File: src/rtl/efect_pkg.sv
// Shared constants and FSM state type for the effect-report UART transmitter.
package efect_pkg;

  localparam logic [7:0] ASCII_ZERO = 8'd48;
  localparam logic [7:0] ASCII_CR   = 8'h0D;
  localparam logic [7:0] ASCII_LF   = 8'h0A;
  localparam int         NUM_EFECTS = 6;

  typedef enum logic [1:0] {
    ST_IDLE,
    ST_START,
    ST_DATA,
    ST_STOP
  } state_e;

endpackage

File: src/rtl/efect_to_ascii.sv
// One-hot effect select to ASCII digit; lowest set bit wins, all-zero encodes '0'.
module efect_to_ascii #(
  parameter int NUM_EFECTS = efect_pkg::NUM_EFECTS
) (
  input  logic [NUM_EFECTS-1:0] efect_i,
  output logic [7:0]            ascii_o
);
  import efect_pkg::*;

  // Scan high to low so the lowest set bit is the last (winning) assignment.
  always_comb begin
    ascii_o = ASCII_ZERO;
    for (int i = NUM_EFECTS - 1; i >= 0; i--) begin
      if (efect_i[i]) ascii_o = ASCII_ZERO + 8'(i);
    end
  end

endmodule

File: src/rtl/efect_report_tx.sv
// Reports the active effect as an ASCII digit over 8N1 UART on change or on send_i.
// Optional EFECT_REPORT_CRLF_EN appends CR and LF frames to every report.
module efect_report_tx #(
  parameter int CLKS_PER_BIT = 5208,
  parameter int NUM_EFECTS   = efect_pkg::NUM_EFECTS
) (
  input  logic                  clk,
  input  logic                  rst_n,
  input  logic [NUM_EFECTS-1:0] efect_i,
  input  logic                  send_i,
  output logic                  tx_o,
  output logic                  busy_o,
  output logic                  done_o
);
  import efect_pkg::*;

  localparam int            CW      = (CLKS_PER_BIT > 1) ? $clog2(CLKS_PER_BIT) : 1;
  localparam logic [CW-1:0] CNT_MAX = CW'(CLKS_PER_BIT - 1);

  state_e                  state_q, state_d;
  logic [NUM_EFECTS-1:0]   efect_q, efect_d;
  logic                    pend_q, pend_d;
  logic [CW-1:0]           cnt_q, cnt_d;
  logic [2:0]              bit_q, bit_d;
  logic [7:0]              shift_q, shift_d;
  logic                    done_q, done_d;

  logic [7:0] ascii;
  logic       evt, bit_end, start_new, stop_exit;
  logic       frm_act, frm_last;
  logic [7:0] frm_char;

  efect_to_ascii #(.NUM_EFECTS(NUM_EFECTS)) u_enc (
    .efect_i (efect_i),
    .ascii_o (ascii)
  );

`ifdef EFECT_REPORT_CRLF_EN
  // Frame index within a report: 0 digit, 1 CR, 2 LF. Nonzero keeps busy across gaps.
  logic [1:0] frm_q, frm_d;

  always_comb begin
    frm_d = frm_q;
    if (stop_exit) frm_d = frm_last ? 2'd0 : frm_q + 2'd1;
  end

  always_ff @(posedge clk or negedge rst_n) begin
    if (!rst_n) frm_q <= 2'd0;
    else        frm_q <= frm_d;
  end

  assign frm_act  = (frm_q != 2'd0);
  assign frm_last = (frm_q == 2'd2);
  assign frm_char = (frm_q == 2'd1) ? ASCII_CR : ASCII_LF;
`else
  assign frm_act  = 1'b0;
  assign frm_last = 1'b1;
  assign frm_char = ASCII_ZERO;
`endif

  assign evt     = send_i | (efect_i != efect_q);
  assign bit_end = (cnt_q == CNT_MAX);

  always_comb begin
    state_d   = state_q;
    efect_d   = efect_i;
    cnt_d     = cnt_q;
    bit_d     = bit_q;
    shift_d   = shift_q;
    done_d    = 1'b0;
    start_new = 1'b0;
    stop_exit = 1'b0;
    case (state_q)
      ST_IDLE: begin
        cnt_d = '0;
        if (frm_act || pend_q) begin
          state_d   = ST_START;
          shift_d   = frm_act ? frm_char : ascii;
          start_new = ~frm_act;
        end
      end
      ST_START: begin
        cnt_d = bit_end ? '0 : cnt_q + CW'(1);
        if (bit_end) begin
          state_d = ST_DATA;
          bit_d   = 3'd0;
        end
      end
      ST_DATA: begin
        cnt_d = bit_end ? '0 : cnt_q + CW'(1);
        if (bit_end) begin
          shift_d = {1'b0, shift_q[7:1]};
          bit_d   = bit_q + 3'd1;
          if (bit_q == 3'd7) state_d = ST_STOP;
        end
      end
      ST_STOP: begin
        cnt_d = bit_end ? '0 : cnt_q + CW'(1);
        if (bit_end) begin
          state_d   = ST_IDLE;
          stop_exit = 1'b1;
          done_d    = frm_last;
        end
      end
      default: state_d = ST_IDLE;
    endcase
    // Only a new report consumes pending; events during CR/LF frames stay queued.
    pend_d = start_new ? 1'b0 : (pend_q | evt);
  end

  always_ff @(posedge clk or negedge rst_n) begin
    if (!rst_n) begin
      state_q <= ST_IDLE;
      efect_q <= '0;
      pend_q  <= 1'b0;
      cnt_q   <= '0;
      bit_q   <= 3'd0;
      shift_q <= 8'd0;
      done_q  <= 1'b0;
    end else begin
      state_q <= state_d;
      efect_q <= efect_d;
      pend_q  <= pend_d;
      cnt_q   <= cnt_d;
      bit_q   <= bit_d;
      shift_q <= shift_d;
      done_q  <= done_d;
    end
  end

  always_comb begin
    tx_o = 1'b1;
    case (state_q)
      ST_START: tx_o = 1'b0;
      ST_DATA:  tx_o = shift_q[0];
      default:  tx_o = 1'b1;
    endcase
  end

  assign busy_o = (state_q != ST_IDLE) | frm_act;
  assign done_o = done_q;

endmodule

File: config.mk
export PLATFORM = sky130hd
export DESIGN_NAME = efect_report_tx
export DESIGN_NICKNAME = d
export VERILOG_FILES = /design/src/rtl/efect_pkg.sv /design/src/rtl/efect_to_ascii.sv /design/src/rtl/efect_report_tx.sv
export SDC_FILE = /design/constraint.sdc
export NUM_CORES = 1
export LEC_CHECK = 0
export CORE_ASPECT_RATIO = 0.7
export CORE_MARGIN = 8
export CORE_UTILIZATION = 46
export DETAILED_ROUTE_END_ITERATION = 16
export GPL_ROUTABILITY_DRIVEN = 0
export HOLD_SLACK_MARGIN = 0.08
export PLACE_DENSITY = 0.74
export SETUP_SLACK_MARGIN = 0.15
export SLEW_MARGIN = 25
export SYNTH_ARGS = -nofsm -noshare
export SYNTH_HDL_FRONTEND = slang
export SYNTH_HIERARCHICAL = 1
export SYNTH_SLANG_ARGS = --single-unit
File: constraint.sdc
create_clock -name clk -period 1.8 [get_ports clk]
set_clock_uncertainty 0.15 [all_clocks]
set_input_delay 0.54 -clock clk [delete_from_list [all_inputs] [get_ports clk]]
set_output_delay 0.54 -clock clk [all_outputs]
set_load 0.01 [all_outputs]
==> results of run 1 <==
placed cells by master, fill, tap and decap left out, drive strengths merged, types with 2 or more instances in the layout:
cell and n:
nand4 4, nand3 3, clkbuf 5, o22ai 12
dfrtp 34, nor4b 2, o21ai 3, nand2b 2
a22o 2, nor4 2, clkdlybuf4s50 8, nor2 6
xnor2 5, and2 2, and3 3, nand2 7
clkinv 2, inv 6, xor2 12, ha 8
nor3 17, mux2 3, a21oi 6, conb 5
buf 44
worst max-delay path by stage:
stage                from          to  slack [ps]  depth (start not counted)
6_report       state_q[1]        tx_o        -240                          5
3_5_place_dp   state_q[0]        tx_o        -310                          5
4_1_cts        state_q[1]        tx_o        -260                          5
3_3_place_gp   state_q[0]        tx_o        -280                          5
2_1_floorplan    cnt_q[0]  state_q[1]         -20                          6
5_1_grt        state_q[1]        tx_o        -320                          5
critical path: stages (launching register included):
cell and delay (ps):
dfrtp_1 390, buf_6 130, ha_4 150, inv_4 60, mux2i_4 210, buf_6 120
metal layers:
| metal | vias up | share of wire (%) |
|---|---|---|
| li1 | 687 | - |
| met1 | 725 | 43 |
| met2 | 35 | 52 |
| met3 | 9 | 3.5 |
| met4 | 0 | 2.0 |
| met5 | - | 0 |
power breakdown:
group	switching (uW)	internal (uW)	leakage, uW
Combinational	893	1060	0.000685
Clock	279	407	0.0000579
Sequential	127	949	0.000429
cell usage after synthesis, types with 4 or more instances:
| cell | instances |
|---|---|
| nor2_1 | 6 |
| dfrtp_1 | 34 |
| o22ai_1 | 12 |
| inv_1 | 6 |
| nor3_1 | 17 |
| a21oi_1 | 6 |
| nand2_1 | 7 |
| xnor2_1 | 5 |
| buf_4 | 6 |
| ha_1 | 8 |
| nand4_1 | 4 |
| xor2_1 | 12 |
sequential cells by signal, summed over array words and instances, names as in the netlist:
register	count
shift_q	8
efect_q	6
bit_q	3
pend_q	1
state_q	2
cnt_q	13
done_o	1
repair_timing:
item / CTS / global route
setup buffers: 8 / 2
resized for setup: 33 / 23
hold buffers: 0 / 0
gates cloned: 0 / 0
pin swaps: 19 / 13
endpoints found under the setup margin: 18 / 30
cells by family after synthesis:
family	share of synthesized area, %
XOR/XNOR	8.43
adder cells (fa/ha/maj)	5.67
other	0.425
flip-flops	48.2
buffers and inverters	5.67
AND/OR/NAND/NOR	16.6
multiplexers	2.69
AO/OA/AOI/OAI	12.3
stage by stage:
| step | cells | TNS, ps | instance area, um2 |
|---|---|---|---|
| 2_1_floorplan | 168 | -15.1 | 1860 |
| 3_3_place_gp | 249 | -2070 | 2210 |
| 3_5_place_dp | 249 | -2830 | 2210 |
| 4_1_cts | 265 | -1500 | 2460 |
| 5_1_grt | 267 | -2880 | 2610 |
| 6_report | 267 | -1570 | 2610 |
final cells by class:
class	instances	area share, %
multi-input combinational	116	39.6
sequential	34	32.7
timing repair buffer	53	20.0
clock buffer	5	2.64
tap	50	2.40
clock inverter	3	1.54
inverter	6	1.15
==> flow_metrics.tcl, run 1 <==
set metrics [dict create \
    diodes 0 \
    syn_to_final_growth_pct 47.6 \
    synth_cell_type_count 39 \
    grt_busiest_layer "met2" \
    finalHoldViolCount 0 \
    min_period_over_period_pct 113 \
    end_kind "output port" \
    r2r_end "shift_q[5]" \
    failed_checks "negative setup slack" \
    rsz0062_at_grt "true" \
    multiInputGateArea_mm2 0.00103 \
    io_pins 12 \
    met3_usage_pct 3.72 \
    drv_cap 0 \
    async_reset_ff_share_pct 100 \
    yosysTopAreaCell "dfrtp_1" \
    min_to "shift_q[7]" \
    dieArea_mm2 0.00611 \
    critical_path_required_ps 1110 \
    fin_nets 233 \
    routed_wl_um 4440 \
    use_met1_pct 17.6 \
    io_buffer_count 11 \
    synth-edff-count 0 \
    maxSlewViolCount 0 \
    p_leak_uw 0.00117 \
    min_period_ps 2040 \
    root_buffer "clkbuf_8" \
    clock_sinks 34 \
    ys.flop_type "dfrtp_1" \
    worst-path-max-fanout 2 \
    dr.pass1.iters 4 \
    regArea_um2 851 \
    crit_path_start_kind "flip-flop" \
    drc 0 \
    fillCellCount 248 \
    start_util_pct 49.0 \
    worstRegToRegCells 9 \
    clkLatencyLatePin_ps 290 \
    final_core_util_pct 72.3 \
    p_per_area_mw_per_mm2 1430 \
    finalPower_uw 3710 \
    pre_cts_ws_ps -313 \
    drive_gt1_share_pct 40.1 \
    grtUsageMet2_pct 24.7 \
    avgSynthCellArea_um2 10.7 \
    netlist_area_mm2 0.00177 \
    grt_pass1_wl_um 7130 \
    outcome "finished, violations left" \
    whs_ps 359 \
    core_region_area_mm2 0.00360 \
    syn_inst 165 \
    peakVddDrop_mv 0.813 \
    setup_violations 12 \
    arrival_ps 1350 \
    grtUsageTotal_pct 14.7 \
    r2r_setup_slack_ps -170 \
    gr-total-overflow 0 \
    yosysSeqAreaShare_pct 48.2 \
    grt_max_degree 35 \
    worst-setup-path-type "flip-flop to output port" \
    yosys.area.top_type_share_pct 48.2 \
    ant_nets 0 \
    cts_max_level 2 \
    antenna_found_initial 0 \
    whs_path_depth 1 \
    worstHoldPathType "flip-flop to flip-flop" \
    fmax_ghz 0.490 \
    synth-seq-cells 34 \
    die_h_um 67.8 \
    hp-start "shift_q[7]" \
    drt_iter0_drc 76 \
    avgViaCountPerCell 5.45 \
    synth_warnings 6 \
    path_clk_slew_ps 70 \
    tritoncts "done" \
    synth.top_cells.by_area "dfrtp_1 (48%), xor2_1 (6.0%), ha_1 (5.7%)" \
    post-dp-hpwl_um 2740 \
    grt_pass1_vias 1476 \
    fin_ws_ps -242 \
    die_x_um 90.0 \
    num_rows 18 \
    wl_per_cell_um 16.6 \
    cts_buffer_depth 2 \
    crit-reg2reg-launch "state_q[1]" \
    vias 1456 \
    cts_made_buffers 5 \
]
No activity file was read; power rests on OpenSTA's default activity.
==> run 2: changes to the inputs <==
- CORE_ASPECT_RATIO: 0.7 -> unset
==> run 2 against run 1 <==
Against the previous run: the flow still finishes with violations (negative setup slack); clock power shrank 17%; die area fell by 0.52%; sequential cell count is the same; critical path type unchanged; critical endpoint unchanged.
==> flow_metrics.tcl, run 2 (synthesis results as in run 1) <==
set metrics [dict create \
    tritoncts "done" \
    die_h_um 78.0 \
    crit_path_end "tx_o" \
    ant_nets 0 \
    cts_hold_buf 0 \
    r2r_setup_slack_ps -200 \
    r2r_end "shift_q[4]" \
    grtUsageTotal_pct 14.6 \
    critical_path_required_ps 1110 \
    combinationalPowerShare_pct 55.0 \
    failed_checks "negative setup slack" \
    diodes 0 \
    grt_pass1_vias 1575 \
    p_int_uw 2390 \
    peakVddDrop_mv 1.16 \
    reg.largest.list "cnt_q (13), shift_q (8), efect_q (6)" \
    io_buffer_count 11 \
    io_pins 12 \
    cp-startpoint "state_q[1]" \
    clkPwrFrac_pct 15.3 \
    critPathMostFrequentCell "buf_6" \
    grt_pass1_wl_um 7150 \
    avgViaCountPerCell 5.44 \
    gr-total-overflow 0 \
    finalPower_uw 3710 \
    swShare_pct 35.4 \
    grt_max_degree 35 \
    root_buffer "clkbuf_8" \
    crit-reg2reg-launch "state_q[1]" \
    fmax_ghz 0.486 \
    dieArea_mm2 0.00608 \
    clkLatencyLatePin_ps 280 \
    hp-start "shift_q[7]" \
    cpPeakStageDelay_ps 420 \
    drt_iter0_drc 32 \
    worstHoldPathType "flip-flop to flip-flop" \
    switchingPower_uw 1310 \
    clock_sinks 34 \
    dr.pass1.iters 4 \
    cp_num_cells 5 \
    critPathTopFamily "flip-flops" \
    finalHoldViolCount 0 \
    final_common_cell "buf_4" \
    tns_ps -1730 \
    routed_wl_um 4290 \
    cts_buffer_depth 2 \
    final_cell_mix "buf_4 (34), dfrtp_1 (33), xor2_1 (12), o22ai_1 (11), nor3_1 (10)" \
    outcome "finished, violations left" \
    end_kind "output port" \
    arrival_ps 1370 \
    drive_gt1_share_pct 38.7 \
    pre_cts_ws_ps -319 \
    worst-setup-path-type "flip-flop to output port" \
    core_region_area_mm2 0.00369 \
    worstRegToRegCells 9 \
    wl_per_cell_um 16.2 \
    syn_to_final_growth_pct 42.6 \
    fin_nets 233 \
    cp_num_buf_inv 3 \
    largest_register_ffs 13 \
    seq_power_share_pct 29.7 \
    num_rows 22 \
    start_util_pct 47.9 \
    cts_made_buffers 5 \
    antenna_found_initial 0 \
    min_period_ps 2060 \
    fin_cells 265 \
    drc 0 \
    worst-path-max-fanout 2 \
    dp_cells 247 \
    die_x_um 78.0 \
    path_cells "buf_6, ha_4, inv_4, mux2i_4, buf_6" \
    crit_path_start_kind "flip-flop" \
    fin_ws_ps -259 \
    post-dp-hpwl_um 2900 \
    whs_path_depth 1 \
    maxSlewViolCount 0 \
    p_per_area_mw_per_mm2 1470 \
    path_clk_slew_ps 60 \
    crit_slowest_cell "dfrtp_2" \
    drv_cap 0 \
    regMostFlops "cnt_q" \
    setup_violations 12 \
    rsz0062_at_grt "true" \
    fillCellCount 284 \
    cts_max_level 2 \
    p_leak_uw 0.00114 \
    min_period_over_period_pct 114 \
    vias 1442 \
]
## run 2: stage by stage
stage | cell area [um2] | hold WS [ps] | util (%)
after floorplan | 1860 | 94.4 | -
after global placement | 2200 | 338 | 59.5
after detailed placement | 2200 | 347 | 59.5
after CTS | 2430 | 370 | 65.9
after global routing | 2520 | 379 | 68.2
final | 2520 | 366 | 68.2
## run 2: power by group through the flow
stage          Clock [uW]  Sequential [uW]  Combinational [uW]
4_1_cts               587             1090                1870
3_5_place_dp            0             1110                1560
6_report              569             1100                2040
2_1_floorplan           0             1090                1020
3_3_place_gp            0             1090                1460
5_1_grt               619             1120                2210
## run 2: worst min path at each step
stage / endpoint / slack [ps]
2_1_floorplan: bit_q[0] / 90
3_3_place_gp: pend_q / 340
3_5_place_dp: bit_q[2] / 350
4_1_cts: pend_q / 370
5_1_grt: pend_q / 380
6_report: shift_q[7] / 370
## run 2: routing by layer
metal | share of wire, % | global-route usage [%] | routed length (um) | vias to the layer above
met4 | 3.6 | 8.15 | 155 | 0
met2 | 53 | 24.6 | 2290 | 25
met5 | 0 | 0 | 0 | -
met1 | 40 | 15.9 | 1700 | 708
met3 | 3.4 | 4.61 | 144 | 20
li1 | - | - | - | 689
## run 2: area by class of cell
cell class,instances,area [um2],share of cell area (%)
clock buffers,7,86.3,3.43
multi-input cells,116,991,39.4
inverters,6,30.0,1.19
clock inverters,1,5.00,0.199
well taps,48,60.1,2.39
repair buffers,53,493,19.6
flip-flops and latches,34,852,33.8
## run 2: timing repair
action | 4_1_cts | 5_1_grt
pin swaps | 16 | 6
setup buffers | 8 | 2
endpoints found under the setup margin | 29 | 29
gates resized for setup | 32 | 17
==> run 3: changes to the inputs <==
- SYNTH_HIERARCHICAL: 1 -> unset
==> run 3 against run 2 <==
Against the previous run: the run still ends with negative setup slack left; register-to-register slack got worse by 90 ps; synthesized area increased by 1.8%; synthesized cell count increased by 7.3%; die area increased by 1.4%; critical path type is now flip-flop to flip-flop; critical endpoint is now state_q[1]; largest cell class unchanged; highest routed layer unchanged.
==> flow_metrics.tcl, run 3 <==
set metrics [dict create \
    end_kind "flip-flop" \
    clock_sinks 32 \
    drv_cap 0 \
    core_region_area_mm2 0.00372 \
    worstRegToRegCells 6 \
    crit_slowest_cell "dfrtp_1" \
    start_util_pct 48.4 \
    grt_pass1_vias 1780 \
    r2r_end "state_q[1]" \
    vias 1765 \
    setup_violations 12 \
    syn_to_final_growth_pct 65.5 \
    yosysMostFrequentCell "dfrtp_1" \
    async_reset_ff_share_pct 100 \
    reg.largest.list "cnt_q (13), efect_q (6), shift_q (6)" \
    arrival_ps 2130 \
    path_clk_slew_ps 70 \
    final_common_cell "buf_4" \
    crit-reg2reg-launch "state_q[0]" \
    dieArea_mm2 0.00616 \
    finalPower_uw 4210 \
    synth_commonest_cells "dfrtp_1 (32), nor3_1 (17), nor2_1 (11), nand2_1 (10), inv_1 (9)" \
    worst-setup-path-type "flip-flop to flip-flop" \
    root_buffer "clkbuf_8" \
    grt_pass1_wl_um 8360 \
    min_period_ps 2090 \
    fmax_ghz 0.479 \
    crit_path_end "state_q[1]" \
    cts_max_level 2 \
    synth_nets 194 \
    cts_made_buffers 5 \
    ys.flop_type "dfrtp_1" \
    largest_register_ffs 13 \
    io_pins 12 \
    synth_cell_type_count 52 \
    whs_ps 379 \
    wl_per_cell_um 20.5 \
    diodes 0 \
    yosysTopAreaCell "dfrtp_1" \
    dr.pass1.iters 5 \
    r2r_setup_slack_ps -290 \
    die_x_um 78.5 \
    min_period_over_period_pct 116 \
    finalHoldViolCount 0 \
    avgViaCountPerCell 5.88 \
    tightest_slew_ps 435 \
    netlist_area_mm2 0.00180 \
    cpPeakStageDelay_ps 400 \
    synth_warnings 0 \
    final_cell_mix "buf_4 (40), dfrtp_1 (32), buf_6 (17)" \
    avgSynthCellArea_um2 10.2 \
    p_per_area_mw_per_mm2 1410 \
    cts_buffer_depth 2 \
    fin_ws_ps -289 \
    syn_inst 177 \
    peakVddDrop_mv 1.09 \
    worst-path-max-fanout 3 \
    antenna_found_initial 0 \
    worstHoldPathType "input pin to flip-flop" \
    post-dp-hpwl_um 3200 \
    critPathMostFrequentCell "buf_6" \
    outcome "finished, violations left" \
    cts_hold_buf 0 \
    num_rows 22 \
    crit_path_start_kind "flip-flop" \
    synth-edff-count 0 \
    failed_checks "negative setup slack" \
    routed_wl_um 6140 \
    synth.top_cells.by_area "dfrtp_1 (45%), ha_1 (5.6%), nor3_1 (4.7%)" \
    drt_iter0_drc 74 \
    die_h_um 78.5 \
    drc 0 \
    rsz0062_at_grt "true" \
    yosys.area.top_type_share_pct 44.6 \
    drive_gt1_share_pct 50.8 \
    cp-startpoint "state_q[0]" \
    gr-total-overflow 0 \
    grt_max_degree 33 \
    clkLatencyLatePin_ps 300 \
    maxSlewViolCount 0 \
    regMostFlops "cnt_q" \
    relSlewSlack_pct 71.0 \
    grtUsageTotal_pct 16.7 \
    path_cells "buf_6, ha_4, buf_6, or3_4, a221oi_4, mux2_4" \
    io_buffer_count 11 \
    critical_path_required_ps 1840 \
    ant_nets 0 \
    fin_nets 268 \
    p_leak_uw 0.00132 \
    synth-seq-cells 32 \
    final_core_util_pct 80.0 \
    tritoncts "done" \
    yosysSeqAreaShare_pct 44.6 \
]
[run 3: changes by cell type in the layout (fill, tap and decap cells not counted), sizes merged, moves of 5 or more]
cell,delta
o22ai,-10
buf,+22
conb,-5
nor2,+5
[run 3: worst min path at each step]
stage	start	end	cells after the start
after floorplan	rst_n	bit_q[0]	0
after global placement	bit_q[1]	bit_q[1]	1
after detailed placement	bit_q[2]	bit_q[2]	1
after global routing	efect_i[2]	efect_q[2]	2
after CTS	bit_q[2]	bit_q[2]	1
final	efect_i[2]	efect_q[2]	2
[run 3: where the power goes]
group / switching [uW] / internal, uW
Combinational: 1190 / 1360
Sequential: 103 / 839
Clock: 298 / 411
Total: 1590 / 2610
[run 3: worst max-delay path, delay by kind of cell, from the launching register on]
kind,cells,cell delay [ps]
DFF,1,400
and+or+nand+nor,1,400
AOI/OAI and AO/OA,1,290
adders and majority gates,1,160
buffers and inverters,2,250
muxes,1,330
[run 3: logic make-up (layout without fill, tap and decap cells)]
| family | Yosys count | count (layout) | share of synthesized area (%) |
|---|---|---|---|
| AND/OR/NAND/NOR | 67 | 67 | 21.7 |
| XOR/XNOR | 15 | 15 | 7.31 |
| buffers and inverters | 18 | 93 | 4.25 |
| flip-flops | 32 | 32 | 44.6 |
| adder cells (fa/ha/maj) | 8 | 8 | 5.57 |
| AO/OA/AOI/OAI | 36 | 36 | 15.8 |
| multiplexers | 1 | 1 | 0.835 |
[run 3: layout make-up]
type | count | area (um2)
Clock buffer | 6 | 72.6
Inverter | 10 | 46.3
Clock inverter | 2 | 35.0
Tap cell | 48 | 60.1
Sequential cell | 32 | 801
Multi-Input combinational cell | 127 | 1240
Fill cell | 203 | 742
Timing Repair Buffer | 75 | 716
[run 3: stage by stage]
step	std cells	worst slack [ps]	instance area, um2	setup TNS (ps)
after global placement	269	-416	2330	-1760
after global routing	300	-326	2970	-2430
after floorplan	177	-130	1900	-255
after detailed placement	269	-465	2330	-2170
final	300	-289	2970	-1650
after CTS	285	-264	2570	-1890
[run 3: per-layer routing]
metal	part of all wire [%]	wire, um	vias up	track usage (%)
met2	52	3200	71	28.8
li1	-	-	794	-
met3	4.8	297	24	4.33
met1	40	2430	876	19.6
met4	3.5	213	0	5.37
met5	0	0	-	0
[run 3: repair_timing]
action                     4_1_cts  5_1_grt
resized for setup               26       73
setup endpoints to repair       24       26
setup buffers                    8       15
pin swaps                        8       21
==> edit 1, RTL diff (flow settings as in run 1) <==
Set the parameter `CLKS_PER_BIT` to 10416 (it was 5208).
--- a/src/rtl/efect_report_tx.sv
+++ b/src/rtl/efect_report_tx.sv
@@ -3,3 +3,3 @@
 module efect_report_tx #(
-  parameter int CLKS_PER_BIT = 5208,
+  parameter int CLKS_PER_BIT = 10416,
   parameter int NUM_EFECTS   = efect_pkg::NUM_EFECTS
Behaviour: no difference found for any inputs over 10 cycles, from zero or initial values and one cycle with rst_n low; that may be too few to reach the edited logic, so the function may still have changed.
==> edit 1 against run 1 <==
The flow still finishes with violations (negative setup slack). Critical path type is now register to register. Via count shrank 1.5%. Final area fell by 3.2%. Clock power shrank 2%. Wire length down 0.74%. Setup slack got worse by 0.11 ns. Sequential share of layout area grew 2.1 points. Area after synthesis is 4.9% higher. Combinational power is 9% lower. Total power decreased by 4.2%. Sequential cell count grew 1. Fmax fell by 5.1%.
==> edit 1: results (changes against run 1) <==
[worst_setup_path]
reg2reg_to=state_q[1]
worstPathMaxFanout=3  ; +1
critPathSlowestCell=or4bb_1
critPathMaxStageDelay_ns=0.55  ; +0.16 ns
r2r_cells=4  ; -5
critPathLaunch=cnt_q[12]

[sta]
tns_ns=-7.105  ; -5.532 ns
setup_slack_ns=-0.3510  ; -0.1093 ns
hold_slack_ns=0.3678  ; +0.009244 ns
setup_violations=29  ; +17

[power_and_ir_drop]
p_leak_nw=1.127  ; -3.8%
ir_drop_uv=878.5  ; +8.1%

[detailed_routing]
drt-met1-wl_mm=2.032  ; +7.4%
dr_wl_met2_mm=2.167  ; -6.0%
first_iter_violations=85  ; +12%

[global_routing]
grtUsageMet3_pct=4.000  ; +0.28 points
grtUsageMet1_pct=17.20  ; -0.39 points
grt_max_degree=36  ; +2.9%
grt_pass1_wl_mm=7.348  ; +3.0%

[logic_synthesis]
synthAdderAreaFrac_pct=5.405  ; -0.26 points
synth_common_cells=dfrtp_1 (35), nor2_1 (19), xor2_1 (15), a21oi_1 (9), inv_1 (9)
synth_cell_types=40  ; +2.6%
synth_xor_area_share_pct=7.568  ; -0.87 points

[clocking]
cts_resized=16  ; -52%

[placement]
hpwl_mm=3.122  ; +14%

[status]
status=complete, but fails checks
violations=negative setup slack

edit 1: cell count changes in the layout (fill, tap and decap cells not counted), moves of 4 or more:
cell      delta
nor3_2       -5
o22ai_1      -5
buf_4        +4
mux2i_1      +6
a21oi_2      +4
nor3_1       -5
nand2b_1     +5
nor2_2       +8
edit 1: per-stage QoR:
step / area [sq um] / setup slack (ns) / instances / utilization (%)
6_report: 2522 / -0.3510 / 278 / 64.70
3_3_place_gp: 2283 / -0.3055 / 266 / 58.57
2_1_floorplan: 1878 / -0.2888 / 178 / -
3_5_place_dp: 2283 / -0.3785 / 266 / 58.57
5_1_grt: 2522 / -0.4253 / 278 / 64.70
4_1_cts: 2427 / -0.3812 / 275 / 62.26
edit 1: area by class of cell:
class | count | area [sq um]
fill | 310 | 1376
clock inverter | 1 | 30.03
multi-input combinational | 125 | 993.5
timing repair buffer | 50 | 449.2
sequential | 35 | 875.8
clock buffer | 6 | 72.57
tap | 52 | 65.06
inverter | 9 | 36.28
==> edit 2, RTL diff (flow settings as in run 1) <==
Without the edit above. `shift_q` no longer has a reset.
--- a/src/rtl/efect_report_tx.sv
+++ b/src/rtl/efect_report_tx.sv
@@ -117,3 +117,2 @@
       bit_q   <= 3'd0;
-      shift_q <= 8'd0;
       done_q  <= 1'b0;
@@ -125,5 +124,8 @@
       bit_q   <= bit_d;
-      shift_q <= shift_d;
       done_q  <= done_d;
     end
+  end
+
+  always_ff @(posedge clk) begin
+    shift_q <= shift_d;
   end
Formal check against the unedited RTL: same outputs for any inputs over 10 cycles, from zero or initial values and one cycle with rst_n low; that may be too few to reach the edited logic, so the function may still have changed.
==> edit 2 against run 1 <==
The run still ends with negative setup slack left. Final area is 6.2% lower. Total power is 15% lower. Non-clock buffer count is 3 lower. Setup slack worse by 0.071 ns. Sequential cell count stayed put. Wire length is 10% lower. Area after synthesis is 2.8% lower. Count of clock-buffer cells in the layout is 1 higher. Synthesized cell count is 7.9% lower.
==> edit 2: results (changes against run 1) <==
[power_and_ir_drop]
ir_drop_uv=702.4  ; -14%
p_sw_mw=1.075  ; -17%
power_frac_seq_pct=34.3  ; +5.3 points

[global_routing]
grt_use_total_pct=13.99  ; -0.73 points
grt_pass1_wl_mm=6.223  ; -13%
grtUsageMet3_pct=5.037  ; +1.3 points
grtUsageMet1_pct=16.78  ; -0.81 points
grt_pass1_vias=1311  ; -11%

[placement]
hpwl_mm=2.540  ; -7.1%
place_area_sq_um=2116  ; -4.3%
place_ws_ns=-0.3228  ; -0.009318 ns
numPlacedInstances=237  ; -4.8%

[logic_synthesis]
synth_mux_area_share_pct=5.835  ; +3.1 points
synth_common_cells=dfrtp_1 (26), nor2_1 (16), inv_1 (9)
synthAdderAreaFrac_pct=5.835  ; +0.17 points
yosysSeqAreaShare_pct=51.93  ; +3.7 points
synth_area_per_cell_sq_um=11.29  ; +5.5%
synth_compound_area_share_pct=7.950  ; -4.4 points
synth_edf_count=8  ; +8

[worst_setup_path]
regToRegStartpoint=cnt_q[1]
path_class=register to register
r2r_cells=5  ; -4
worst-endpoint-arrival_ns=1.93  ; +0.58 ns

[detailed_routing]
first_iter_violations=129  ; +70%
vias_per_cell=5.141  ; -5.7%

[status]
status=complete, but fails checks
violations=negative setup slack

[layout]
fill_cells=249  ; +0.40%
sh_seq_area_pct=36.48  ; +3.8 points
bufAreaShareNonClock_pct=18.75  ; -1.3 points
final-clk-cell-share_pct=3.381  ; -0.80 points
fin_cells=256  ; -4.1%
multi_input_comb_cells=105  ; -9.5%
clkbuf_count=6  ; +1
multi_input_area_share_pct=37.45  ; -2.1 points
layout-drive-gt1-share_pct=43.20  ; +3.1 points
syn_to_final_growth_pct=42.38

[hold_path]
hold_class=input port to register
hold_end=efect_q[5]

[sta]
tns_ns=-5.516  ; -3.943 ns
setup_slack_ns=-0.3128  ; -0.07102 ns
setup_violations=27  ; +15

[clocking]
cts_resized=28  ; -15%

-- edit 2: changes by cell type after synthesis, moves of 3 or more --
| cell | run 1 | this run |
|---|---|---|
| xor2_1 | 12 | 7 |
| nor3_1 | 17 | 6 |
| o22ai_1 | 12 | 1 |
| a21oi_1 | 6 | 3 |
| mux2_2 | 2 | 8 |
| nor2_1 | 6 | 16 |
| edfxtp_1 | 0 | 8 |
| nand4_1 | 4 | 1 |
| dfrtp_1 | 34 | 26 |
| inv_1 | 6 | 9 |
-- edit 2: worst max-delay path by stage --
| stage | end | cells past startpoint |
|---|---|---|
| 2_1_floorplan | shift_q[0] | 5 |
| 3_3_place_gp | shift_q[1] | 4 |
| 3_5_place_dp | shift_q[4] | 4 |
| 4_1_cts | shift_q[5] | 4 |
| 5_1_grt | shift_q[1] | 5 |
| 6_report | shift_q[5] | 5 |
-- edit 2: critical path, stage by stage (launching register included) --
cell,delay (ns)
dfrtp_1,0.39
ha_4,0.15
or4b_4,0.47
nor3_4,0.23
nand2_2,0.12
a21oi_4,0.27
